$ cat config.mk
export PLATFORM = sky130hd
export DESIGN_NAME = forwarding_hazard_unit
export DESIGN_NICKNAME = d
export VERILOG_FILES = /design/src/rtl/forwarding_hazard_unit.sv
export SDC_FILE = /design/constraint.sdc
export NUM_CORES = 1
export LEC_CHECK = 0
export CORE_MARGIN = 5
export CORE_UTILIZATION = 48
export DETAILED_ROUTE_END_ITERATION = 10
export GPL_ROUTABILITY_DRIVEN = 0
export PLACE_DENSITY = 0.87
export RECOVER_POWER = 50
export SYNTH_ARGS = -nofsm -noshare
export SYNTH_HDL_FRONTEND = slang
export SYNTH_SLANG_ARGS = --single-unit
$ cat constraint.sdc
create_clock -name clk -period 3.4 [get_ports clk]
set_clock_uncertainty 0.15 [all_clocks]
set_input_delay 0.68 -clock clk [delete_from_list [all_inputs] [get_ports clk]]
set_output_delay 0.68 -clock clk [all_outputs]
set_load 0.1 [all_outputs]
$ cat src/rtl/forwarding_hazard_unit.sv
// Forwarding and hazard unit: compares ID-stage sources against EXE/MEM/WB destinations,
// registers per-source forwarding selects into ID/EXE and raises a stall on RAW hazards.
module forwarding_hazard_unit #(
   parameter int ADDR_LEN = 4,
   parameter int NUM_SRC  = 3,
   parameter int PC_REG   = 15,
   parameter int CNT_W    = 16
) (
   input  logic                        clk,
   input  logic                        rst,
   input  logic                        forwarding_enable,
   input  logic [NUM_SRC*ADDR_LEN-1:0] src_addr,
   input  logic [NUM_SRC-1:0]          src_valid,
   input  logic [ADDR_LEN-1:0]         exe_dest,
   input  logic [ADDR_LEN-1:0]         mem_dest,
   input  logic [ADDR_LEN-1:0]         wb_dest,
   input  logic                        exe_wb_en,
   input  logic                        mem_wb_en,
   input  logic                        wb_wb_en,
   input  logic                        exe_mem_r_en,
   input  logic                        pipe_freeze,
   input  logic                        flush,
   output logic [2*NUM_SRC-1:0]        src_select,
   output logic                        ret_load,
   output logic                        ret_valid,
   output logic [ADDR_LEN-1:0]         ret_dest,
   output logic                        hazard_stall,
   output logic [CNT_W-1:0]            hazard_count
);

   localparam logic [ADDR_LEN-1:0] PC_ADDR  = ADDR_LEN'(PC_REG);
   localparam logic [1:0]          SEL_NONE = 2'd0;
   localparam logic [1:0]          SEL_MEM  = 2'd1;
   localparam logic [1:0]          SEL_WB   = 2'd2;
   localparam logic [1:0]          SEL_RET  = 2'd3;
   localparam logic [CNT_W-1:0]    CNT_MAX  = {CNT_W{1'b1}};

   // The PC is produced outside the register file, so it is never a forwarding or stall candidate.
   function automatic logic src_match(input logic                v,
                                      input logic                en,
                                      input logic [ADDR_LEN-1:0] a,
                                      input logic [ADDR_LEN-1:0] d);
      return v & en & (a == d) & (a != PC_ADDR);
   endfunction

   logic [NUM_SRC-1:0]    exe_hit_s;
   logic [NUM_SRC-1:0]    mem_hit_s;
   logic [NUM_SRC-1:0]    wb_hit_s;
   logic [2*NUM_SRC-1:0]  next_select_s;
   logic                  stall_raw_s;
   logic [2*NUM_SRC-1:0]  src_select_r;
   logic [CNT_W-1:0]      hazard_count_r;
   logic                  ret_valid_r;
   logic [ADDR_LEN-1:0]   ret_dest_r;

   // Per-source hit detection and youngest-first select encoding.
   always_comb begin
      exe_hit_s     = '0;
      mem_hit_s     = '0;
      wb_hit_s      = '0;
      next_select_s = '0;
      for (int i = 0; i < NUM_SRC; i++) begin
         exe_hit_s[i] = src_match(src_valid[i], exe_wb_en, src_addr[i*ADDR_LEN +: ADDR_LEN], exe_dest);
         mem_hit_s[i] = src_match(src_valid[i], mem_wb_en, src_addr[i*ADDR_LEN +: ADDR_LEN], mem_dest);
         wb_hit_s[i]  = src_match(src_valid[i], wb_wb_en,  src_addr[i*ADDR_LEN +: ADDR_LEN], wb_dest);
         if (!forwarding_enable) begin
            next_select_s[2*i +: 2] = SEL_NONE;
         end else if (exe_hit_s[i]) begin
            next_select_s[2*i +: 2] = SEL_MEM;
         end else if (mem_hit_s[i]) begin
            next_select_s[2*i +: 2] = SEL_WB;
         end else if (wb_hit_s[i]) begin
            next_select_s[2*i +: 2] = SEL_RET;
         end else begin
            next_select_s[2*i +: 2] = SEL_NONE;
         end
      end
   end

   // Stall request and retire-latch strobe; both are held low while reset is asserted.
   always_comb begin
      stall_raw_s = 1'b0;
      if (forwarding_enable) begin
         stall_raw_s = exe_mem_r_en & (|exe_hit_s);
      end else begin
         stall_raw_s = (|exe_hit_s) | (|mem_hit_s) | (|wb_hit_s);
      end
      hazard_stall = rst & ~pipe_freeze & ~flush & stall_raw_s;
      ret_load     = rst & wb_wb_en & ~pipe_freeze;
   end

   // ID/EXE select register, retire slot and saturating stall counter.
   always_ff @(posedge clk or negedge rst) begin
      if (!rst) begin
         src_select_r   <= '0;
         hazard_count_r <= '0;
         ret_valid_r    <= 1'b0;
         ret_dest_r     <= '0;
      end else if (flush) begin
         src_select_r   <= '0;
         ret_valid_r    <= 1'b0;
      end else if (pipe_freeze) begin
         src_select_r   <= src_select_r;
         hazard_count_r <= hazard_count_r;
         ret_valid_r    <= ret_valid_r;
         ret_dest_r     <= ret_dest_r;
      end else begin
         ret_valid_r <= wb_wb_en & (wb_dest != PC_ADDR);
         ret_dest_r  <= wb_dest;
         if (hazard_stall) begin
            src_select_r <= '0;
            if (hazard_count_r != CNT_MAX) begin
               hazard_count_r <= hazard_count_r + CNT_W'(1);
            end else begin
               hazard_count_r <= hazard_count_r;
            end
         end else begin
            src_select_r <= next_select_s;
         end
      end
   end

   assign src_select   = src_select_r;
   assign hazard_count = hazard_count_r;
   assign ret_valid    = ret_valid_r;
   assign ret_dest     = ret_dest_r;

endmodule

==> metrics <==
CP endpoint kind=output port; Max Fclk=302 MHz; die height=70.8 um; status=complete, no violations; Starting Density=48.8%; core outline area=0.00363 sq mm; Setup crit start kind=input port; Mapped Area=0.00177 sq mm; DRC viols=0; syn nets=216; VDD IR-drop max=481 uV; largest cells by area after synthesis=dfrtp_1 38%, xor2_1 16%, xnor2_1 9.4%; ANT cells=0; Comb pwr share=37.4%; Pwr Density=332 mW/mm^2; final critical-path share of the clock period=97.4%; setup violators final=0; TritonCTS clock tree=built; # rows=22; DR vias/cell=5.34; CP arrival=2480 ps; clock tree sinks=27; GRT Resource Usage Total=18.5%; dpl cells=299; DP HPWL=3920 um; setup TNS=0 ps; Tightest Pin Transition=1180 ps; total CTS buffers=3; Clk pwr share=20.6%; # hold bufs at CTS=0; gr ovfl total=0; setup slack, reg-to-reg=1150 ps; post-synthesis cell type count=35; IO Port Bufs=64; FF+latch area=676 sq um; H-tree levels=1; antenna violations before repair=0; Seq cells post-synth=27; Reg clk slew, reported paths=80 ps; Die X=70.8 um; final WL=4610 um; leakage=1.17 nW; post-synth top area share=38.1%; CP required=2570 ps; vias in the first global route=1578; multi-input combinational cell area=0.00109 sq mm; sequential-to-total area share from yosys stat=38.1%; initial drt markers=73; Root Buffer=clkbuf_8; Worst Hold Class=flop to flop; fin. max-slew vios=0; Routed wire per std cell=15.2 um; first-pass GRT wire length=7530 um; die area=0.00501 sq mm; Internal=518 uW; Final Non-Filler Cells=303; # fillers=309; sw frac=38.0%; Layout area overhead=41.7%; final hold violation count=0; layout cell share with drive strength beyond 1=16.9%; DR pass1 iterations=4; Net Switching=318 uW; largest net degree at the start of global routing=22; Max-cap violations=0; IO Count=65; sequential share of power=42.1%; Clock Latency Late Sink=260 ps; RSZ-0062 raised after global routing=no; DR vias=1618; post-synth top area cell=dfrtp_1; Avg Cell Area, Syn=9.91 sq um; Synth Warn #=0; nets=293; Final min period=3310 ps; slew margin rel.=21.5%; CP Class=input port to output port; Antenna Nets Post-Route=0; Post CTS Setup Buffer Count=0; Max FO, Critical Path=4; Cells after Synth=179; clock tree buffer depth=2
-- kinds of logic after synthesis --
logic type      share of synthesized area [%]
simple gates                             23.3
xor+xnor                                 25.2
flops                                    38.1
compound gates                           9.31
mux                                      2.54
buf+inv                                 0.847
fa+ha+maj                               0.705
-- Yosys cell counts --
| master | n |
|---|---|
| a31oi_1 | 1 |
| nor3_1 | 6 |
| inv_1 | 2 |
| nand3_1 | 12 |
| dfrtp_1 | 27 |
| nor2_1 | 10 |
| xor2_1 | 32 |
| and3_1 | 4 |
| nand2b_1 | 1 |
| a31oi_4 | 2 |
| buf_4 | 1 |
| o21a_1 | 1 |
| mux2_2 | 4 |
| a21oi_1 | 3 |
| o21ai_4 | 1 |
| and3b_1 | 1 |
| or3_1 | 1 |
| xnor2_1 | 19 |
| and3_2 | 1 |
| nor3_2 | 1 |
| and2_2 | 1 |
| ha_1 | 1 |
| a21o_1 | 2 |
| or3_4 | 1 |
| and4_1 | 1 |
| nand2_1 | 18 |
| nor4_4 | 1 |
| o21ai_2 | 1 |
| nor2b_1 | 2 |
| nand4_1 | 11 |
| nor4_1 | 2 |
| o31ai_1 | 3 |
| o21ai_0 | 3 |
| nor4_2 | 1 |
| a41oi_2 | 1 |
-- power groups by stage --
stage	logic, mW	clock network (mW)	registers (mW)
6_report	0.312	0.172	0.352
5_1_grt	0.327	0.194	0.355
4_1_cts	0.324	0.178	0.352
3_5_place_dp	0.323	0	0.359
3_3_place_gp	0.318	0	0.358
2_1_floorplan	0.0789	0	0.478
-- routing by layer --
| metal | wire length (um) | share of wire (%) | track usage, % | up-vias |
|---|---|---|---|---|
| li1 | - | - | - | 788 |
| met1 | 2090 | 45 | 24.5 | 786 |
| met2 | 2280 | 49 | 31.5 | 40 |
| met3 | 193 | 4.2 | 3.84 | 4 |
| met4 | 49 | 1.1 | 3.34 | 0 |
| met5 | 0 | 0 | 0 | - |
-- stage by stage --
stage          util (%)  power, mW  area (sq um)  setup WS [ps]  hold WS, ps
2_1_floorplan         -      0.557          1780            201          234
3_3_place_gp       68.5      0.677          2490           72.6          315
3_5_place_dp       68.5      0.682          2490           25.0          324
4_1_cts            69.8      0.854          2530           31.4          344
5_1_grt            69.2      0.876          2510           13.5          377
6_report           69.2      0.836          2510           86.7          333
-- registers in the layout (all words and copies together), names as in the netlist --
signal and cells:
ret_dest 4, ret_valid 1, src_select 6, hazard_count 16
-- final cells by class --
type	count	area share, %
clock buffers	4	1.79
inverters	2	0.299
multi-input cells	149	43.2
flip-flops and latches	27	26.9
well taps	48	2.39
repair buffers	73	25.5
-- layout by cell type (no fill, tap or decap), types with 3 or more instances in the layout --
cell / Yosys / final
a21oi_1: 3 / 3
and3_1: 4 / 4
buf_4: 1 / 22
clkbuf_1: 0 / 15
clkbuf_8: 0 / 3
clkdlybuf4s50_1: 0 / 21
dfrtp_1: 27 / 27
dlymetal6s2s_1: 0 / 13
mux2_2: 4 / 4
nand2_1: 18 / 18
nand3_1: 12 / 12
nand4_1: 11 / 11
nor2_1: 10 / 9
nor3_1: 6 / 6
o21ai_0: 3 / 3
o31ai_1: 3 / 3
xnor2_1: 19 / 19
xor2_1: 32 / 32
-- repair_timing --
item	CTS	global route
setup endpoints to repair	0	1
endpoints found under the hold margin	0	0
resized for setup	0	13
-- worst max-delay path, stage by stage --
cell	delay, ps
clkdlybuf4s50_1	510
xor2_1	190
nor3_1	190
nand3_1	130
a21o_1	220
a31oi_4	170
nor2_1	70
nor2_2	130
buf_12	190
-- path summary, 6_finish.rpt --
| check | from | endpoint | depth (start not counted) |
|---|---|---|---|
| max in group asynchronous | rst | hazard_count[5] | 2 |
| worst min register to register | src_select[2] | src_select[2] | 2 |
| worst max-delay path | src_addr[2] | hazard_stall | 9 |
| min in group asynchronous | rst | src_select[0] | 1 |
| worst min-delay path | src_select[2] | src_select[2] | 2 |
| worst max register to register | hazard_count[0] | hazard_count[4] | 8 |
Power figures use the tool's default switching activity.
